**src/rtl/modexp_stream_master_pkg.sv**
```systemverilog
// Shared definitions for the modexp stream initiator: FSM encoding,
// pending-mask bit positions and default sizing.
package modexp_stream_master_pkg;

  typedef enum logic [1:0] {
    ST_IDLE     = 2'd0,
    ST_ISSUE    = 2'd1,
    ST_WAIT_RES = 2'd2,
    ST_RESP     = 2'd3
  } state_e;

  localparam int unsigned CH_BASE    = 0;
  localparam int unsigned CH_POWER   = 1;
  localparam int unsigned CH_MODULUS = 2;

  localparam int unsigned DEFAULT_SIZE           = 64;
  localparam int unsigned DEFAULT_TIMEOUT_CYCLES = 4096;
  localparam int unsigned DEFAULT_CNT_W          = 16;

endpackage

```
**src/rtl/modexp_stream_master_hold.sv**
```systemverilog
// Single-entry master-side stream register: loads a beat, holds tvalid and
// tdata stable until the consumer's tready is sampled high.
module stream_hold_reg #(
  parameter int unsigned DATA_W = 64
) (
  input  logic              clk,
  input  logic              rst,
  input  logic              load,
  input  logic [DATA_W-1:0] load_data,
  output logic [DATA_W-1:0] tdata,
  output logic              tvalid,
  input  logic              tready
);

  logic [DATA_W-1:0] data_q, data_d;
  logic              valid_q, valid_d;

  always_comb begin
    data_d  = data_q;
    valid_d = valid_q;
    if (load) begin
      data_d  = load_data;
      valid_d = 1'b1;
    end else if (valid_q && tready) begin
      valid_d = 1'b0;
    end
  end

  always_ff @(posedge clk or negedge rst) begin
    if (!rst) begin
      data_q  <= '0;
      valid_q <= 1'b0;
    end else begin
      data_q  <= data_d;
      valid_q <= valid_d;
    end
  end

  assign tdata  = data_q;
  assign tvalid = valid_q;

endmodule

```
**src/rtl/modexp_stream_master.sv**
```systemverilog
// Initiator for the modexp core: takes one job, issues base/power/modulus
// beats independently, collects the result and returns it with error status.
module modexp_stream_master
  import modexp_stream_master_pkg::*;
#(
  parameter int unsigned SIZE           = DEFAULT_SIZE,
  parameter int unsigned TIMEOUT_CYCLES = DEFAULT_TIMEOUT_CYCLES,
  parameter int unsigned CNT_W          = DEFAULT_CNT_W
) (
  input  logic             clk,
  input  logic             rst,
  input  logic [SIZE-1:0]  cmd_base,
  input  logic [SIZE-1:0]  cmd_power,
  input  logic [SIZE-1:0]  cmd_modulus,
  input  logic             cmd_tvalid,
  output logic             cmd_tready,
  output logic [SIZE-1:0]  m_base_tdata,
  output logic             m_base_tvalid,
  input  logic             m_base_tready,
  output logic [SIZE-1:0]  m_power_tdata,
  output logic             m_power_tvalid,
  input  logic             m_power_tready,
  output logic [SIZE-1:0]  m_modulus_tdata,
  output logic             m_modulus_tvalid,
  input  logic             m_modulus_tready,
  input  logic [SIZE-1:0]  s_result_tdata,
  input  logic             s_result_tvalid,
  output logic             s_result_tready,
  output logic [SIZE-1:0]  resp_tdata,
  output logic             resp_error,
  output logic             resp_tvalid,
  input  logic             resp_tready,
  output logic [CNT_W-1:0] jobs_done
);

  localparam int unsigned TMO_W = $clog2(TIMEOUT_CYCLES + 1);

  state_e            state_q, state_d;
  logic [2:0]        pending_q, pending_d;
  logic [TMO_W-1:0]  tmo_cnt_q, tmo_cnt_d;
  logic [SIZE-1:0]   resp_data_q, resp_data_d;
  logic              resp_error_q, resp_error_d;
  logic [CNT_W-1:0]  jobs_done_q, jobs_done_d;
  logic              load;
  logic [2:0]        hs_vec;

  assign hs_vec[CH_BASE]    = m_base_tvalid    & m_base_tready;
  assign hs_vec[CH_POWER]   = m_power_tvalid   & m_power_tready;
  assign hs_vec[CH_MODULUS] = m_modulus_tvalid & m_modulus_tready;

  stream_hold_reg #(.DATA_W(SIZE)) u_base (
    .clk(clk), .rst(rst), .load(load), .load_data(cmd_base),
    .tdata(m_base_tdata), .tvalid(m_base_tvalid), .tready(m_base_tready)
  );

  stream_hold_reg #(.DATA_W(SIZE)) u_power (
    .clk(clk), .rst(rst), .load(load), .load_data(cmd_power),
    .tdata(m_power_tdata), .tvalid(m_power_tvalid), .tready(m_power_tready)
  );

  stream_hold_reg #(.DATA_W(SIZE)) u_modulus (
    .clk(clk), .rst(rst), .load(load), .load_data(cmd_modulus),
    .tdata(m_modulus_tdata), .tvalid(m_modulus_tvalid), .tready(m_modulus_tready)
  );

  always_comb begin
    state_d      = state_q;
    pending_d    = pending_q;
    tmo_cnt_d    = tmo_cnt_q;
    resp_data_d  = resp_data_q;
    resp_error_d = resp_error_q;
    jobs_done_d  = jobs_done_q;
    load         = 1'b0;
    case (state_q)
      ST_IDLE: begin
        if (cmd_tvalid) begin
          // Modulus 0 or 1 has no meaningful result; answer without touching the core.
          if (cmd_modulus <= SIZE'(1)) begin
            resp_data_d  = '0;
            resp_error_d = 1'b1;
            state_d      = ST_RESP;
          end else begin
            load      = 1'b1;
            pending_d = 3'b111;
            state_d   = ST_ISSUE;
          end
        end
      end
      ST_ISSUE: begin
        pending_d = pending_q & ~hs_vec;
        if (pending_d == 3'b000) begin
          tmo_cnt_d = '0;
          state_d   = ST_WAIT_RES;
        end
      end
      ST_WAIT_RES: begin
        if (s_result_tvalid) begin
          resp_data_d  = s_result_tdata;
          resp_error_d = 1'b0;
          state_d      = ST_RESP;
        end else if (tmo_cnt_q == TMO_W'(TIMEOUT_CYCLES - 1)) begin
          resp_data_d  = '0;
          resp_error_d = 1'b1;
          state_d      = ST_RESP;
        end else begin
          tmo_cnt_d = tmo_cnt_q + TMO_W'(1);
        end
      end
      ST_RESP: begin
        if (resp_tready) begin
          if (!resp_error_q) jobs_done_d = jobs_done_q + CNT_W'(1);
          state_d = ST_IDLE;
        end
      end
      default: state_d = ST_IDLE;
    endcase
  end

  always_ff @(posedge clk or negedge rst) begin
    if (!rst) begin
      state_q      <= ST_IDLE;
      pending_q    <= '0;
      tmo_cnt_q    <= '0;
      resp_data_q  <= '0;
      resp_error_q <= 1'b0;
      jobs_done_q  <= '0;
    end else begin
      state_q      <= state_d;
      pending_q    <= pending_d;
      tmo_cnt_q    <= tmo_cnt_d;
      resp_data_q  <= resp_data_d;
      resp_error_q <= resp_error_d;
      jobs_done_q  <= jobs_done_d;
    end
  end

  // Gating with rst keeps the command port closed while reset is held.
  assign cmd_tready      = rst & (state_q == ST_IDLE);
  assign s_result_tready = (state_q == ST_WAIT_RES);
  assign resp_tvalid     = (state_q == ST_RESP);
  assign resp_tdata      = resp_data_q;
  assign resp_error      = resp_error_q;
  assign jobs_done       = jobs_done_q;

endmodule

```
**config.mk**
```make
export PLATFORM = sky130hd
export DESIGN_NAME = modexp_stream_master
export DESIGN_NICKNAME = d
export VERILOG_FILES = /design/src/rtl/modexp_stream_master_pkg.sv /design/src/rtl/modexp_stream_master_hold.sv /design/src/rtl/modexp_stream_master.sv
export SDC_FILE = /design/constraint.sdc
export NUM_CORES = 1
export LEC_CHECK = 0
export BUFFER_PORTS_ARGS = -buffer_cell sky130_fd_sc_hd__buf_2
export CAP_MARGIN = 40
export CORE_AREA = 2 2 210 212
export CTS_CLUSTER_DIAMETER = 40
export DETAILED_ROUTE_END_ITERATION = 10
export DIE_AREA = 0 0 212 214
export SKIP_CTS_REPAIR_TIMING = 1
export SYNTH_ARGS = -nofsm -noshare
export SYNTH_HDL_FRONTEND = slang
export SYNTH_SLANG_ARGS = --single-unit
```
**constraint.sdc**
```tcl
create_clock -name clk -period 4.3 [get_ports clk]
set_clock_uncertainty 0.15 [all_clocks]
set_input_delay 0.43 -clock clk [delete_from_list [all_inputs] [get_ports clk]]
set_output_delay 0.43 -clock clk [all_outputs]
set_load 0.02 [all_outputs]
```
==> flow_summary.yaml <==
clock_tree:
  root_buffer: "clkbuf_16"
  clk_pin_slew_worst_paths_ns: 0.05
  ctsLongestPathBuffers: 3
  insertion_delay_ns: 0.59
  cts_sinks: 294
  numCtsBuffers: 53
  cts_tree: "done"
  cts_max_level: 2
die:
  core_um2: 42900
  ioPinCount: 543
  initial_core_util_pct: 27.9
  rows: 76
  die-width_um: 212
  die_area_um2: 45400
  die_y_um: 214
timing:
  rsz0062_at_grt: "no"
  setup_violations: 0
  fmaxAchievable_mhz: 314
  tightest_slew_ns: 0.947
  relSlewSlack_pct: 36.9
  fin_setup_tns_ns: 0
  finalHoldViolations: 0
  period_needed_ns: 3.18
  slew_violations: 0
  fin_crit_sh_pct: 74.0
routing:
  viasPerCell: 4.51
  postRouteAntennaNets: 0
  wl_per_cell_um: 17.2
  first_pass_iters: 4
  vias: 10700
  drt_first_iter_violations: 657
  drc_errors: 0
  routed_wirelength_um: 40600
logic_synthesis:
  synth-seq-area-share_pct: 61.5
  ys_warn_count: 0
  synth_most_common_cell: "dfrtp_1"
  synth.avg_cell_area_um2: 13.0
  synthAdderAreaFrac_pct: 0.733
  muxShareOfSynthArea_pct: 18.4
  ys_ff_latch: 294
  synth-compound-area-share_pct: 5.88
  synth_edf_count: 0
  synth_commonest_cells: "dfrtp_1, mux2_2, nand2_1"
  yosysTopAreaCellShare_pct: 61.5
  synthXorXnorAreaFrac_pct: 1.10
  synthSimpleGateAreaFrac_pct: 9.26
  synthFlopType: "dfrtp_1"
  yosysTopAreaCell: "dfrtp_1"
  yosysUniqueCellTypes: 41
  syn-cell-area_um2: 12000
  synth_top_family_by_area: "multiplexers"
  synthTopCellsByArea: "dfrtp_1, mux2_2, nand2_1"
  syn-num-nets: 1188
  async_reset_ff_share_pct: 100
  netlist_instances: 917
critical_path:
  r2r_start: "state_q[1]"
  r2r_end: "tmo_cnt_q[5]"
  endpoint: "resp_tdata[63]"
  worst_path_max_delay_cell: "dlygate4sd3_1"
  reg2reg_depth: 7
  max_stage_delay_ns: 0.54
  cp-end-kind: "flop"
  r2r_slack_ns: 1.13
  cp.required_ns: 4.62
  critPathLaunchType: "input port"
  cp_data_arrival_time_ns: 3.51
  critPathKind: "in2reg"
  worstPathCellList: "dlygate4sd3_1, buf_2, nor4_1, nand4_1, or3_1, o41a_2, buf_4, o22ai_1"
  crit_start: "cmd_modulus[54]"
  cp_max_fo: 64
flow_run:
  cap_violations: 0
global_routing:
  grt_usage_pct: 15.6
  grt_pass1_wl_um: 55900
  grt.overflow.total: 0
  grt_pass1_vias: 10100
  grt_max_degree: 149
  antenna_found_initial: 1
placement:
  numPortBuffers: 542
  gp_congestion: 0.798
  dp_cells: 2003
  place_hpwl_um: 25900
final_layout:
  drive_gt1_share_pct: 48.4
  syn_to_final_growth_pct: 65.9
  fillerInstances: 3808
  nNetsFinal: 2000
  instances_no_fill: 2360
outcome:
  status: "complete, no violations"
min_path:
  min_path_type: "in2reg"
power_and_ir_drop:
  power_leakage_nw: 9.42
  vdd_ir_drop_max_uv: 435
  power.density_nw_per_um2: 740
-- critical path: cells and delay by family --
family                 cells  cell delay [ns]
buffers and inverters      3             1.01
AO/OA/AOI/OAI              2             0.77
AND/OR/NAND/NOR            3             1.23
-- kinds of logic (layout without fill, tap and decap cells) --
group,Yosys count,after routing
xor+xnor,15,15
mux,196,196
compound gates,106,106
fa+ha+maj,7,7
simple gates,235,235
buf+inv,64,921
flops,294,294
other cells,0,1
-- placed cells by master (no fill, tap or decap), types with 3 or more instances in the layout --
master and count:
a21oi_1 10, and2_1 5, and3_1 5, buf_12 5, buf_2 541, buf_4 10, bufinv_16 11, clkbuf_16 53
clkbuf_8 5, clkinv_2 7, clkinvlp_4 4, dfrtp_1 294, dlygate4sd3_1 256, ha_1 7, inv_1 8, inv_6 10
inv_8 3, mux2_2 193, mux2i_1 3, nand2_1 145, nand3_1 15, nand4_1 12, nor2_1 9, nor4_1 17
o211ai_1 4, o21ai_0 11, o22ai_1 59, o22ai_2 5, o31ai_1 11, or4_1 12, xnor2_1 9, xor2_1 6
-- final cells by class --
| cell class | count | area [um2] | share of cell area, % |
|---|---|---|---|
| Tap cell | 585 | 732 | 3.69 |
| Inverter | 8 | 30.0 | 0.151 |
| Clock inverter | 40 | 601 | 3.03 |
| Antenna cell | 1 | 2.50 | 0.0126 |
| Clock buffer | 60 | 1400 | 7.07 |
| Multi-Input combinational cell | 559 | 4240 | 21.4 |
| Timing Repair Buffer | 813 | 5460 | 27.5 |
| Sequential cell | 294 | 7360 | 37.1 |
-- state kept, by name, indices dropped and copies added, names as in the netlist --
register,count
jobs_done,16
pending_q,3
resp_error,1
resp_tdata,64
state_q,2
tmo_cnt_q,13
u_base.tdata,64
u_base.tvalid,1
u_modulus.tdata,64
u_modulus.tvalid,1
u_power.tdata,64
u_power.tvalid,1
-- worst min-delay path by stage --
| stage | startpoint | to | cells past startpoint |
|---|---|---|---|
| finish | s_result_tdata[60] | resp_tdata[60] | 3 |
| detailed placement | rst | u_base.tdata[12] | 1 |
| global placement | rst | u_base.tdata[12] | 1 |
| global route | cmd_modulus[43] | u_modulus.tdata[43] | 2 |
| floorplan | rst | jobs_done[0] | 0 |
| CTS | rst | u_base.tdata[12] | 1 |
-- per-layer routing --
metal	up-vias	track usage (%)	share of wire, %
li1	4919	-	-
met1	5192	17.7	38
met2	450	26.4	50
met3	91	5.54	7.6
met4	0	6.92	3.8
met5	-	0	0
-- through the flow --
step | utilization (%) | setup slack, ns | total power, mW | hold slack (ns) | area, um2
final | 46.2 | 1.12 | 14.7 | 0.0198 | 19800
after global routing | 46.2 | 0.712 | 15.4 | 0.00683 | 19800
after CTS | 40.3 | 1.12 | 14.6 | -0.330 | 17300
after detailed placement | 35.6 | 1.04 | 9.82 | 0.311 | 15300
after global placement | 35.6 | 1.08 | 9.70 | 0.301 | 15300
after floorplan | - | 1.81 | 7.87 | -0.0156 | 12000
-- where the power goes --
part           switching (mW)  leakage (nW)  internal, mW
Combinational            3.20          4.80          2.24
Sequential              0.642          3.65          3.96
Clock                    1.58         0.975          3.06
Power figures use the tool's default switching activity.
